**src/rtl/operand_fwd_mux_pkg.sv**
```systemverilog
// Shared constants for the operand forwarding mux: source encoding and default geometry.
package operand_fwd_mux_pkg;

  localparam int SRC_RF           = 0;
  localparam int SRC_FWD_BASE     = 1;

  localparam int DEFAULT_WIDTH    = 64;
  localparam int DEFAULT_ADDR_W   = 5;
  localparam int DEFAULT_NUM_FWD  = 3;
  localparam int DEFAULT_ZERO_REG = 31;

  localparam logic [31:0] STAT_MAX = 32'hFFFF_FFFF;

  // Saturating increment used by the optional statistics counters.
  function automatic logic [31:0] sat_inc(input logic [31:0] value);
    if (value == STAT_MAX) begin
      sat_inc = value;
    end else begin
      sat_inc = value + 32'd1;
    end
  endfunction

endpackage

```
**src/rtl/operand_fwd_mux_fwd_priority_sel.sv**
```systemverilog
// Combinational match-and-priority encoder: lowest-index valid forward source whose
// destination equals rs_addr wins; returns a one-hot match and the encoded source.
module fwd_priority_sel
  import operand_fwd_mux_pkg::*;
#(
  parameter int NUM_FWD = DEFAULT_NUM_FWD,
  parameter int ADDR_W  = DEFAULT_ADDR_W,
  parameter int SRC_W   = $clog2(NUM_FWD + 1)
) (
  input  logic [ADDR_W-1:0]         rs_addr,
  input  logic [NUM_FWD-1:0]        fwd_valid,
  input  logic [NUM_FWD*ADDR_W-1:0] fwd_addr,
  output logic [NUM_FWD-1:0]        match_onehot,
  output logic [SRC_W-1:0]          src
);

  logic [NUM_FWD-1:0] raw_match_s;
  logic               found_s;

  // Per-source address compare, qualified by that source's valid flag.
  always_comb begin
    raw_match_s = '0;
    for (int k = 0; k < NUM_FWD; k++) begin
      raw_match_s[k] = fwd_valid[k] && (fwd_addr[k*ADDR_W +: ADDR_W] == rs_addr);
    end
  end

  // Priority pick: the first hit scanning from index 0 (youngest stage) wins.
  always_comb begin
    match_onehot = '0;
    src          = SRC_W'(SRC_RF);
    found_s      = 1'b0;
    for (int k = 0; k < NUM_FWD; k++) begin
      if (raw_match_s[k] && !found_s) begin
        found_s         = 1'b1;
        match_onehot[k] = 1'b1;
        src             = SRC_W'(k + SRC_FWD_BASE);
      end else begin
        match_onehot[k] = 1'b0;
      end
    end
  end

endmodule

```
**src/rtl/operand_fwd_mux.sv**
```systemverilog
// Registered operand select with address-matched forwarding and a valid/ready output stage.
// Optional statistics counters are enabled by defining OPERAND_FWD_MUX_STATS_EN.
module operand_fwd_mux
  import operand_fwd_mux_pkg::*;
#(
  parameter  int WIDTH    = DEFAULT_WIDTH,
  parameter  int NUM_FWD  = DEFAULT_NUM_FWD,
  parameter  int ADDR_W   = DEFAULT_ADDR_W,
  parameter  int ZERO_REG = DEFAULT_ZERO_REG,
  localparam int SRC_W    = $clog2(NUM_FWD + 1)
) (
  input  logic                      clk,
  input  logic                      rst_n,
  input  logic                      in_valid,
  output logic                      in_ready,
  input  logic [ADDR_W-1:0]         rs_addr,
  input  logic [WIDTH-1:0]          rf_data,
  input  logic [NUM_FWD-1:0]        fwd_valid,
  input  logic [NUM_FWD*ADDR_W-1:0] fwd_addr,
  input  logic [NUM_FWD*WIDTH-1:0]  fwd_data,
  output logic                      out_valid,
  input  logic                      out_ready,
  output logic [WIDTH-1:0]          out_data,
  output logic [SRC_W-1:0]          out_src
`ifdef OPERAND_FWD_MUX_STATS_EN
  ,
  output logic [31:0]               fwd_hit_count,
  output logic [31:0]               req_count
`endif
);

  logic [NUM_FWD-1:0] match_onehot_s;
  logic [SRC_W-1:0]   fwd_src_s;
  logic [WIDTH-1:0]   fwd_sel_data_s;
  logic [WIDTH-1:0]   sel_data_s;
  logic [SRC_W-1:0]   sel_src_s;
  logic               is_zero_s;
  logic               accept_s;

  logic               out_valid_r;
  logic [WIDTH-1:0]   out_data_r;
  logic [SRC_W-1:0]   out_src_r;

  fwd_priority_sel #(
    .NUM_FWD (NUM_FWD),
    .ADDR_W  (ADDR_W),
    .SRC_W   (SRC_W)
  ) u_sel (
    .rs_addr      (rs_addr),
    .fwd_valid    (fwd_valid),
    .fwd_addr     (fwd_addr),
    .match_onehot (match_onehot_s),
    .src          (fwd_src_s)
  );

  assign in_ready  = !out_valid_r || out_ready;
  assign accept_s  = in_valid && in_ready;
  assign is_zero_s = (rs_addr == ADDR_W'(ZERO_REG));

  // One-hot AND-OR gather of the winning forward payload.
  always_comb begin
    fwd_sel_data_s = '0;
    for (int k = 0; k < NUM_FWD; k++) begin
      fwd_sel_data_s = fwd_sel_data_s | (fwd_data[k*WIDTH +: WIDTH] & {WIDTH{match_onehot_s[k]}});
    end
  end

  // Zero register overrides any forward hit; otherwise forward beats the register file.
  always_comb begin
    if (is_zero_s) begin
      sel_data_s = '0;
      sel_src_s  = SRC_W'(SRC_RF);
    end else if (|match_onehot_s) begin
      sel_data_s = fwd_sel_data_s;
      sel_src_s  = fwd_src_s;
    end else begin
      sel_data_s = rf_data;
      sel_src_s  = SRC_W'(SRC_RF);
    end
  end

  // Output stage: capture on accept, drop valid on a drain without refill, hold on stall.
  always_ff @(posedge clk or negedge rst_n) begin
    if (!rst_n) begin
      out_valid_r <= 1'b0;
      out_data_r  <= '0;
      out_src_r   <= '0;
    end else if (accept_s) begin
      out_valid_r <= 1'b1;
      out_data_r  <= sel_data_s;
      out_src_r   <= sel_src_s;
    end else if (out_ready) begin
      out_valid_r <= 1'b0;
    end else begin
      out_valid_r <= out_valid_r;
    end
  end

  assign out_valid = out_valid_r;
  assign out_data  = out_data_r;
  assign out_src   = out_src_r;

`ifdef OPERAND_FWD_MUX_STATS_EN
  logic [31:0] fwd_hit_count_r;
  logic [31:0] req_count_r;

  // Saturating counters of accepted requests and of those served by a forward source.
  always_ff @(posedge clk or negedge rst_n) begin
    if (!rst_n) begin
      fwd_hit_count_r <= 32'd0;
      req_count_r     <= 32'd0;
    end else if (accept_s) begin
      req_count_r <= sat_inc(req_count_r);
      if (sel_src_s != SRC_W'(SRC_RF)) begin
        fwd_hit_count_r <= sat_inc(fwd_hit_count_r);
      end else begin
        fwd_hit_count_r <= fwd_hit_count_r;
      end
    end else begin
      req_count_r <= req_count_r;
    end
  end

  assign fwd_hit_count = fwd_hit_count_r;
  assign req_count     = req_count_r;
`endif

endmodule

```
**config.mk**
```make
export PLATFORM = sky130hd
export DESIGN_NAME = operand_fwd_mux
export DESIGN_NICKNAME = d
export VERILOG_FILES = /design/src/rtl/operand_fwd_mux_pkg.sv /design/src/rtl/operand_fwd_mux_fwd_priority_sel.sv /design/src/rtl/operand_fwd_mux.sv
export SDC_FILE = /design/constraint.sdc
export NUM_CORES = 1
export LEC_CHECK = 0
export CORE_AREA = 8 8 128 130
export CTS_BUF_LIST = sky130_fd_sc_hd__clkbuf_4 sky130_fd_sc_hd__clkbuf_8
export DETAILED_ROUTE_END_ITERATION = 7
export DIE_AREA = 0 0 136 138
export DONT_BUFFER_PORTS = 1
export GPL_TIMING_DRIVEN = 0
export PLACE_DENSITY = 0.49
export SETUP_SLACK_MARGIN = 0.15
export SKIP_LAST_GASP = 1
export SYNTH_ARGS = -nofsm -noshare
export SYNTH_HDL_FRONTEND = slang
export SYNTH_HIERARCHICAL = 1
export SYNTH_SLANG_ARGS = --single-unit
```
**constraint.sdc**
```tcl
create_clock -name clk -period 4.1 [get_ports clk]
set_input_delay 0.615 -clock clk [delete_from_list [all_inputs] [get_ports clk]]
set_output_delay 0.615 -clock clk [all_outputs]
set_load 0.01 [all_outputs]
```
==> results of run 1 <==
worst max path at each step:
stage / startpoint / to / slack (ns) / depth (start not counted)
2_1_floorplan: rs_addr[2] / out_data[40] / 1.66 / 10
3_3_place_gp: rs_addr[1] / out_data[6] / 1.17 / 9
3_5_place_dp: rs_addr[1] / out_data[14] / 1.14 / 9
4_1_cts: rs_addr[1] / out_data[6] / 1.52 / 9
5_1_grt: rs_addr[1] / out_data[26] / 1.30 / 9
6_report: rs_addr[1] / out_data[6] / 1.51 / 9
synth_stat cells:
cell | number | share of area
nor4_1 | 3 | 0.0041
xor2_1 | 12 | 0.023
a21oi_1 | 1 | 0.0011
buf_1 | 7 | 0.0057
nor2_1 | 1 | 0.00082
a222oi_1 | 64 | 0.14
buf_2 | 7 | 0.0077
nand2b_1 | 2 | 0.0027
nand2_1 | 1 | 0.00082
xnor2_1 | 3 | 0.0057
o21bai_1 | 1 | 0.0016
dfrtp_1 | 67 | 0.37
inv_1 | 64 | 0.053
buf_4 | 1 | 0.0016
nor3_1 | 1 | 0.0011
buf_6 | 5 | 0.012
and2_0 | 27 | 0.037
clkbuf_1 | 46 | 0.038
or3_4 | 1 | 0.0025
o211ai_1 | 64 | 0.11
a32o_1 | 2 | 0.0044
o32ai_1 | 64 | 0.12
and3_1 | 6 | 0.0082
and2_1 | 38 | 0.052
nand3_1 | 3 | 0.0033
sequential cells by signal (all words and copies together), names as in the netlist:
name       flops
out_src        2
out_valid      1
out_data      64
kinds of logic after synthesis:
logic type,share of synthesized area
AOI/OAI and AO/OA,0.375
DFF,0.367
and+or+nand+nor,0.112
buffers and inverters,0.118
xor gates and xnor gates,0.0287
area by class of cell:
cell class | instances | area (sq um) | area share
Inverter | 64 | 240 | 0.0473
Clock buffer | 11 | 145 | 0.0286
Buffer | 66 | 298 | 0.0586
Timing Repair Buffer | 1 | 27.5 | 0.00542
Clock inverter | 5 | 100 | 0.0197
Tap cell | 184 | 230 | 0.0453
Sequential cell | 67 | 1680 | 0.330
Multi-Input combinational cell | 294 | 2360 | 0.465
stage by stage:
stage / std cells / total power, uW / setup WS, ns
detailed placement: 675 / 1210 / 1.14
floorplan: 491 / 1110 / 1.66
global placement: 675 / 1210 / 1.17
finish: 692 / 1920 / 1.51
CTS: 692 / 1940 / 1.52
global route: 692 / 2020 / 1.30
cell usage in the layout (no fill, tap or decap):
cell type,instances
bufinv_16,3
buf_4,1
buf_16,1
nand2b_1,2
a32o_1,2
or3_4,1
nor2_1,1
and2_0,27
nand2_1,1
o32ai_1,64
dfrtp_1,67
buf_6,5
nand3_1,3
clkbuf_1,46
clkbuf_8,10
clkinv_2,2
clkbuf_4,1
and2_1,38
o211ai_1,64
and3_1,6
a21oi_1,1
buf_2,7
inv_1,64
xor2_1,12
a222oi_1,64
xnor2_1,3
buf_1,7
nor3_1,1
o21bai_1,1
nor4_1,3
metal layers:
layer  track usage  up-vias  routed length, microns
met5             0        -                      12
met4        0.0787        2                     449
met3        0.0772       27                    2160
met2         0.366      266                   10400
met1         0.230     2215                    7710
li1              -     1986                       -
power by group:
part / total, uW / internal [uW] / switching [uW]
logic: 312 / 130 / 182
clock network: 704 / 426 / 278
registers: 900 / 762 / 138
==> results.yml, run 1 <==
outcome:
  outcome: "finished, final reports clean"
clock_network:
  numCtsBuffers: 9
  root_buffer: "clkbuf_8"
  clkLatencyLatePin_ns: 0.36
  clockBufferDepth: 2
  cts.clk_slew.worst_paths_ns: 0.08
  htreeDepth: 3
  cts_resized: 0
  cts_setup_buffers: 0
  clock-sinks: 67
  ctsHoldBuffers: 1
  tritoncts: "done"
detailed_routing:
  drtIter0Drc: 466
  drc: 0
  wl_per_cell_microns: 30.0
  ant_nets: 0
  routed_via_density: 6.50
  num_vias: 4496
  wl_microns: 20800
  firstDrtPassIters: 8
placed_design:
  place.gp.congestion: 0.835
  dp_hpwl_microns: 16200
  placed_cell_area_sq_mm: 0.00480
  numPortBuffers: 0
final_layout:
  drive_gt1_frac: 0.0610
  final_core_util: 0.355
  n_antenna_cell: 0
  num-nets-final: 786
  syn_to_final_growth_pct: 11.0
  nFillCells: 1500
  stdcell_area_sq_mm: 0.00508
synthesis:
  synth_seq_area_share: 0.367
  synth_cell_types: 25
  syn-num-nets: 774
  syn_area_sq_mm: 0.00457
  synth_cells: 491
  ys_ff_latch: 67
  yosysWarnings: 6
  avgSynthCellArea_sq_um: 9.32
global_routing:
  antenna_found_initial: 1
  overflow: 0
  grt_pass1_wl_microns: 30500
  first_global_vias: 4816
  groute.usage.overall: 0.212
  grt_start_max_net_pins: 68
sta:
  hold_violations: 0
  tightest_slew_ns: 0.637
  rsz0062_at_grt: "no"
  setup_tns_ns: 0
  post-route-min-period_ns: 2.59
  maxSlewHeadroom: 0.575
  timing.hold.ws_ns: 0.108
  post-route-period-util: 0.631
  slew_violations: 0
  finalClockSkew_ns: 0.0162
  setup_viol: 0
  fmax_ghz: 0.387
setup_path:
  critPathSlowestCell: "buf_1"
  timing.rr.end: "out_data[26]"
  crit_required_ns: 4.35
  crit_buf_inv: 2
  crit_path_start_kind: "input port"
  worst-r2r-cell-count: 6
  worstReg2RegStart: "out_valid"
  r2r_setup_slack_ns: 1.88
  worstPathArrival_ns: 2.84
  crit_chain: "xor2_1, nor4_1, nand3_1, nor3_1, buf_2, buf_1, a222oi_1, and2_1, o32ai_1"
  cp_slowest_stage_delay_ns: 0.41
  critPathMaxFanout: 10
  criticalPathCategory: "input port to flip-flop"
  cp-end-kind: "flip-flop"
  crit_family: "simple AND/OR/NAND/NOR gates"
pwr:
  leakage_uw: 0.00186
  power_density_mw_per_mm2: 377
  vdd_drop_max_mv: 0.182
floorplanning:
  row_count: 44
  core_area_sq_mm: 0.0143
  die_x_microns: 136
  initial_core_util: 0.320
  dieHeight_microns: 138
  boundaryPins: 351
  dieArea_sq_mm: 0.0188
flow_run:
  maxCapViolCount: 0
worst_hold_path:
  hp-class: "input port to asynchronous set/reset pin"
Power figures use the tool's default switching activity.
==> run 2, diff against run 1 <==
==> constraint.sdc (replaced) <==
create_clock -name clk -period 2.4 [get_ports clk]
set_input_delay 0.36 -clock clk [delete_from_list [all_inputs] [get_ports clk]]
set_output_delay 0.36 -clock clk [all_outputs]
set_load 0.01 [all_outputs]
==> run 2 against run 1 <==
Hold slack gained 0.16 ns. Critical path depth grew 1. Via count up 0.65%. Final cell count grew 0.14%. Global-route usage about the same. Total power is 71% higher. Register-to-register slack got worse by 1.5 ns. Clock skew is 0.0015 ns lower.
==> results.yml, run 2 (same netlist as run 1, synthesis figures left out) <==
final_layout:
  layout_commonest_cell: "dfrtp_1"
  syn_to_final_growth_pct: 12.1
  stdcell_area_sq_mm: 0.00513
  largest_register_ffs: 64
  layout_common_cells: "dfrtp_1 (67), a222oi_1 (64), o211ai_1 (64), inv_1 (64), o32ai_1 (64)"
  drive_gt1_frac: 0.112
  n_antenna_cell: 0
  num-nets-final: 787
clock_network:
  tritoncts: "done"
  clkLatencyLatePin_ns: 0.36
  htreeDepth: 3
  cts_setup_buffers: 0
  numCtsBuffers: 9
  root_buffer: "clkbuf_8"
  clock-sinks: 67
  clockBufferDepth: 2
  cts.clk_slew.worst_paths_ns: 0.08
sta:
  timing.hold.ws_ns: 0.267
  tightest_slew_ns: 0.624
  maxSlewHeadroom: 0.584
  slew_violations: 0
  post-route-min-period_ns: 2.10
  rsz0062_at_grt: "yes"
  setup_viol: 0
  post-route-period-util: 0.877
  finalClockSkew_ns: 0.0147
  fmax_ghz: 0.475
  hold_violations: 0
placed_design:
  place.gp.congestion: 0.835
  numPortBuffers: 0
  dp_hpwl_microns: 16200
  placed_cell_area_sq_mm: 0.00480
detailed_routing:
  routed_via_density: 6.53
  drc: 0
  wl_microns: 20800
  ant_nets: 0
  firstDrtPassIters: 8
  wl_per_cell_microns: 29.9
  drtIter0Drc: 483
  num_vias: 4525
global_routing:
  antenna_found_initial: 1
  grt_start_max_net_pins: 68
  first_global_vias: 4832
  overflow: 0
  grt_pass1_wl_microns: 30500
  groute.usage.overall: 0.211
setup_path:
  criticalPathCategory: "input port to flip-flop"
  critPathMaxFanout: 10
  crit_path_start_kind: "input port"
  worstReg2RegStart: "out_valid"
  cp-end-kind: "flip-flop"
  crit_required_ns: 2.62
  worstPathArrival_ns: 2.32
  crit_start: "rs_addr[2]"
floorplanning:
  dieHeight_microns: 138
  initial_core_util: 0.320
  die_x_microns: 136
  boundaryPins: 351
  core_area_sq_mm: 0.0143
  dieArea_sq_mm: 0.0188
  row_count: 44
pwr:
  power_density_mw_per_mm2: 639
  leakage_uw: 0.00195
  vdd_drop_max_mv: 0.311
flow_run:
  maxCapViolCount: 0
outcome:
  outcome: "finished, final reports clean"
worst_hold_path:
  hp-start: "rf_data[53]"
  hp-class: "input port to flip-flop"
## run 2: cell count changes in the layout (fill, tap and decap cells not counted), sizes merged
cell,delta
buf,-6
dlygate4sd3,+1
clkbuf,+6
## run 2: power breakdown
group,internal [uW],switching (uW)
Clock,727,474
Sequential,1300,235
Combinational,227,314
Total,2260,1020
## run 2: worst paths after layout
check / to / cells after the start / slack, ns
max: out_data[47] / 10 / 0.30
min: out_data[53] / 2 / 0.27
max reg2reg: out_data[26] / 6 / 0.40
min reg2reg: out_data[61] / 2 / 0.59
max in group asynchronous: out_data[51] / 2 / 1.55
min in group asynchronous: out_data[12] / 2 / 0.55
## run 2: area by class of cell
type,instances,area (sq um)
flip-flops and latches,67,1680
clock inverters,5,100
inverters,64,240
repair buffers,2,37.5
multi-input cells,294,2370
clock buffers,11,145
fillers,1496,9180
plain buffers,66,334
well taps,184,230
## run 2: through the flow
step	setup TNS (ns)	util	setup slack, ns	cells	power [uW]
floorplan	0	-	0.216	491	1890
global placement	-11.30	0.336	-0.279	675	2060
detailed placement	-13.44	0.336	-0.306	675	2070
CTS	0	0.356	0.160	693	3320
global route	0	0.358	0.143	693	3450
finish	0	0.358	0.295	693	3280
## run 2: repair_timing
action | CTS | global route
hold endpoints to repair | 67 | 0
hold buffers | 2 | 0
gates resized for setup | 8 | 33
setup endpoints to repair | 21 | 60
## run 2: routing by layer
layer,vias up,wire [microns],track usage,share of wire
li1,1993,-,-,-
met1,2235,7740,0.228,0.37
met2,268,10400,0.366,0.50
met3,27,2170,0.0786,0.10
met4,2,424,0.0798,0.020
met5,-,12,0,0.00058
## run 2: worst max-delay path: stages
cell	delay (ns)
xor2_1	0.14
nor4_1	0.26
and3_1	0.19
buf_2	0.14
nor2_1	0.06
or3_4	0.42
buf_6	0.18
clkbuf_2	0.21
o211ai_1	0.24
o32ai_1	0.11
==> run 3, diff against run 2 <==
--- a/config.mk
+++ b/config.mk
@@ -5,13 +5,13 @@
 export SDC_FILE = /design/constraint.sdc
 export NUM_CORES = 1
 export LEC_CHECK = 0
-export CORE_AREA = 8 8 128 130
+export CORE_AREA = 5 5 134 136
 export CTS_BUF_LIST = sky130_fd_sc_hd__clkbuf_4 sky130_fd_sc_hd__clkbuf_8
 export DETAILED_ROUTE_END_ITERATION = 7
-export DIE_AREA = 0 0 136 138
+export DIE_AREA = 0 0 139 141
 export DONT_BUFFER_PORTS = 1
 export GPL_TIMING_DRIVEN = 0
-export PLACE_DENSITY = 0.49
+export PLACE_DENSITY = 0.44
 export SETUP_SLACK_MARGIN = 0.15
 export SKIP_LAST_GASP = 1
 export SYNTH_ARGS = -nofsm -noshare
==> run 3 against run 2 <==
Clock power shrank 23%. Utilization fell by 5.5 points. Die area is 4.4% higher. Flip-flop and latch count unchanged. Count of clock-buffer cells in the layout up 2. Hold slack better by 0.0033 ns. Critical path type unchanged. Largest cell class unchanged. Largest power group unchanged.
==> results.yml, run 3 (same netlist as run 1, synthesis figures left out) <==
pwr:
  intPower_uw: 1990
  comb_power_share: 0.181
  seqPwrFrac: 0.513
  power_density_mw_per_mm2: 587
  p_clk_frac: 0.306
  p_sw_frac: 0.335
  leakage_uw: 0.00191
  vdd_drop_max_mv: 0.198
  p_switching_uw: 1010
clock_network:
  clkLatencyLatePin_ns: 0.35
  cts.clk_slew.worst_paths_ns: 0.08
  cts_setup_buffers: 0
  tritoncts: "done"
  root_buffer: "clkbuf_8"
  clockBufferDepth: 2
  clock-sinks: 67
  htreeDepth: 3
  numCtsBuffers: 9
global_routing:
  grt_start_max_net_pins: 68
  groute.usage.overall: 0.196
  grt_pass1_wl_microns: 30000
  overflow: 0
  antenna_found_initial: 0
  first_global_vias: 4722
sta:
  setup_tns_ns: 0
  setup_viol: 0
  rsz0062_at_grt: "yes"
  post-route-period-util: 0.924
  tightest_slew_ns: 0.646
  maxSlewHeadroom: 0.569
  fmax_ghz: 0.451
  hold_violations: 0
  post-route-min-period_ns: 2.22
  fin_ws_ns: 0.182
  finalClockSkew_ns: 0.0102
  slew_violations: 0
setup_path:
  cp-end-kind: "flip-flop"
  crit_required_ns: 2.65
  criticalPathCategory: "input port to flip-flop"
  critPathMaxFanout: 10
  worstPathArrival_ns: 2.47
  crit_path_start_kind: "input port"
  r2r_setup_slack_ns: 0.38
final_layout:
  regArea_sq_mm: 0.00168
  stdcell_area_sq_mm: 0.00511
  n_antenna_cell: 0
  largest_register_ffs: 64
  drive_gt1_frac: 0.100
  layout_common_cells: "dfrtp_1 (67), a222oi_1 (64), o211ai_1 (64), inv_1 (64), o32ai_1 (64)"
  nFillCells: 1814
  multiInputGateArea_sq_mm: 0.00236
  syn_to_final_growth_pct: 11.7
  layout_commonest_cell: "dfrtp_1"
  num-nets-final: 787
  fin_cells: 733
detailed_routing:
  firstDrtPassIters: 7
  ant_nets: 0
  routed_via_density: 6.24
  num_vias: 4571
  wl_microns: 20400
  wl_per_cell_microns: 27.8
  drtIter0Drc: 487
  drc: 0
placed_design:
  dp_hpwl_microns: 15400
  placed_cell_area_sq_mm: 0.00486
  dp.cells: 716
  place.gp.congestion: 0.820
  numPortBuffers: 0
  place_ws_ns: -0.344
floorplanning:
  dieHeight_microns: 141
  row_count: 48
  boundaryPins: 351
  die_x_microns: 139
  initial_core_util: 0.272
  dieArea_sq_mm: 0.0196
  core_area_sq_mm: 0.0168
worst_hold_path:
  hp-class: "input port to flip-flop"
outcome:
  outcome: "finished, final reports clean"
flow_run:
  maxCapViolCount: 0
-- run 3: power by group through the flow --
stage          combinational (uW)  sequential, uW  clock, uW
6_report                      542            1540        919
5_1_grt                       614            1560       1010
4_1_cts                       545            1540        973
3_5_place_dp                  509            1560          0
3_3_place_gp                  499            1560          0
2_1_floorplan                 394            1490          0
-- run 3: worst paths after layout --
| check | startpoint | to | cells past startpoint |
|---|---|---|---|
| setup / recovery | rs_addr[2] | out_data[57] | 9 |
| min in group asynchronous | rst_n | out_data[56] | 2 |
| hold reg to reg | out_data[13] | out_data[13] | 2 |
| hold / removal | rf_data[20] | out_data[20] | 2 |
| setup reg to reg | out_valid | out_data[57] | 6 |
| max in group asynchronous | rst_n | out_data[30] | 2 |
-- run 3: cell type report --
| class | instances | area share |
|---|---|---|
| plain buffers | 66 | 0.0649 |
| clock buffers | 13 | 0.0338 |
| flip-flops and latches | 67 | 0.328 |
| inverters | 64 | 0.0470 |
| repair buffers | 2 | 0.00735 |
| clock inverters | 2 | 0.00196 |
| well taps | 225 | 0.0551 |
| multi-input cells | 294 | 0.462 |
-- run 3: what timing repair did --
action	CTS	global route
hold buffers	2	0
endpoints found under the setup margin	60	62
gates resized for setup	7	28
endpoints found under the hold margin	67	0
-- run 3: routing by layer --
metal  part of all wire  GRT usage  routed length (microns)
met5                  0          0                        0
met4              0.025     0.0705                      503
met3              0.094     0.0631                     1920
met2               0.49      0.333                    10000
met1               0.39      0.234                     7930
-- run 3: through the flow --
stage | power [uW] | hold WS [ns] | utilization
2_1_floorplan | 1890 | 0.0644 | -
5_1_grt | 3180 | 0.252 | 0.304
3_3_place_gp | 2060 | 0.0667 | 0.289
3_5_place_dp | 2070 | 0.0671 | 0.289
6_report | 3000 | 0.271 | 0.304
4_1_cts | 3060 | 0.237 | 0.302
-- run 3: critical path, cell delays in order --
cell	delay, ns
xor2_1	0.14
nor4_1	0.26
and3_1	0.20
buf_2	0.16
clkbuf_4	0.31
clkbuf_1	0.38
a222oi_1	0.18
and2_1	0.19
o32ai_1	0.28
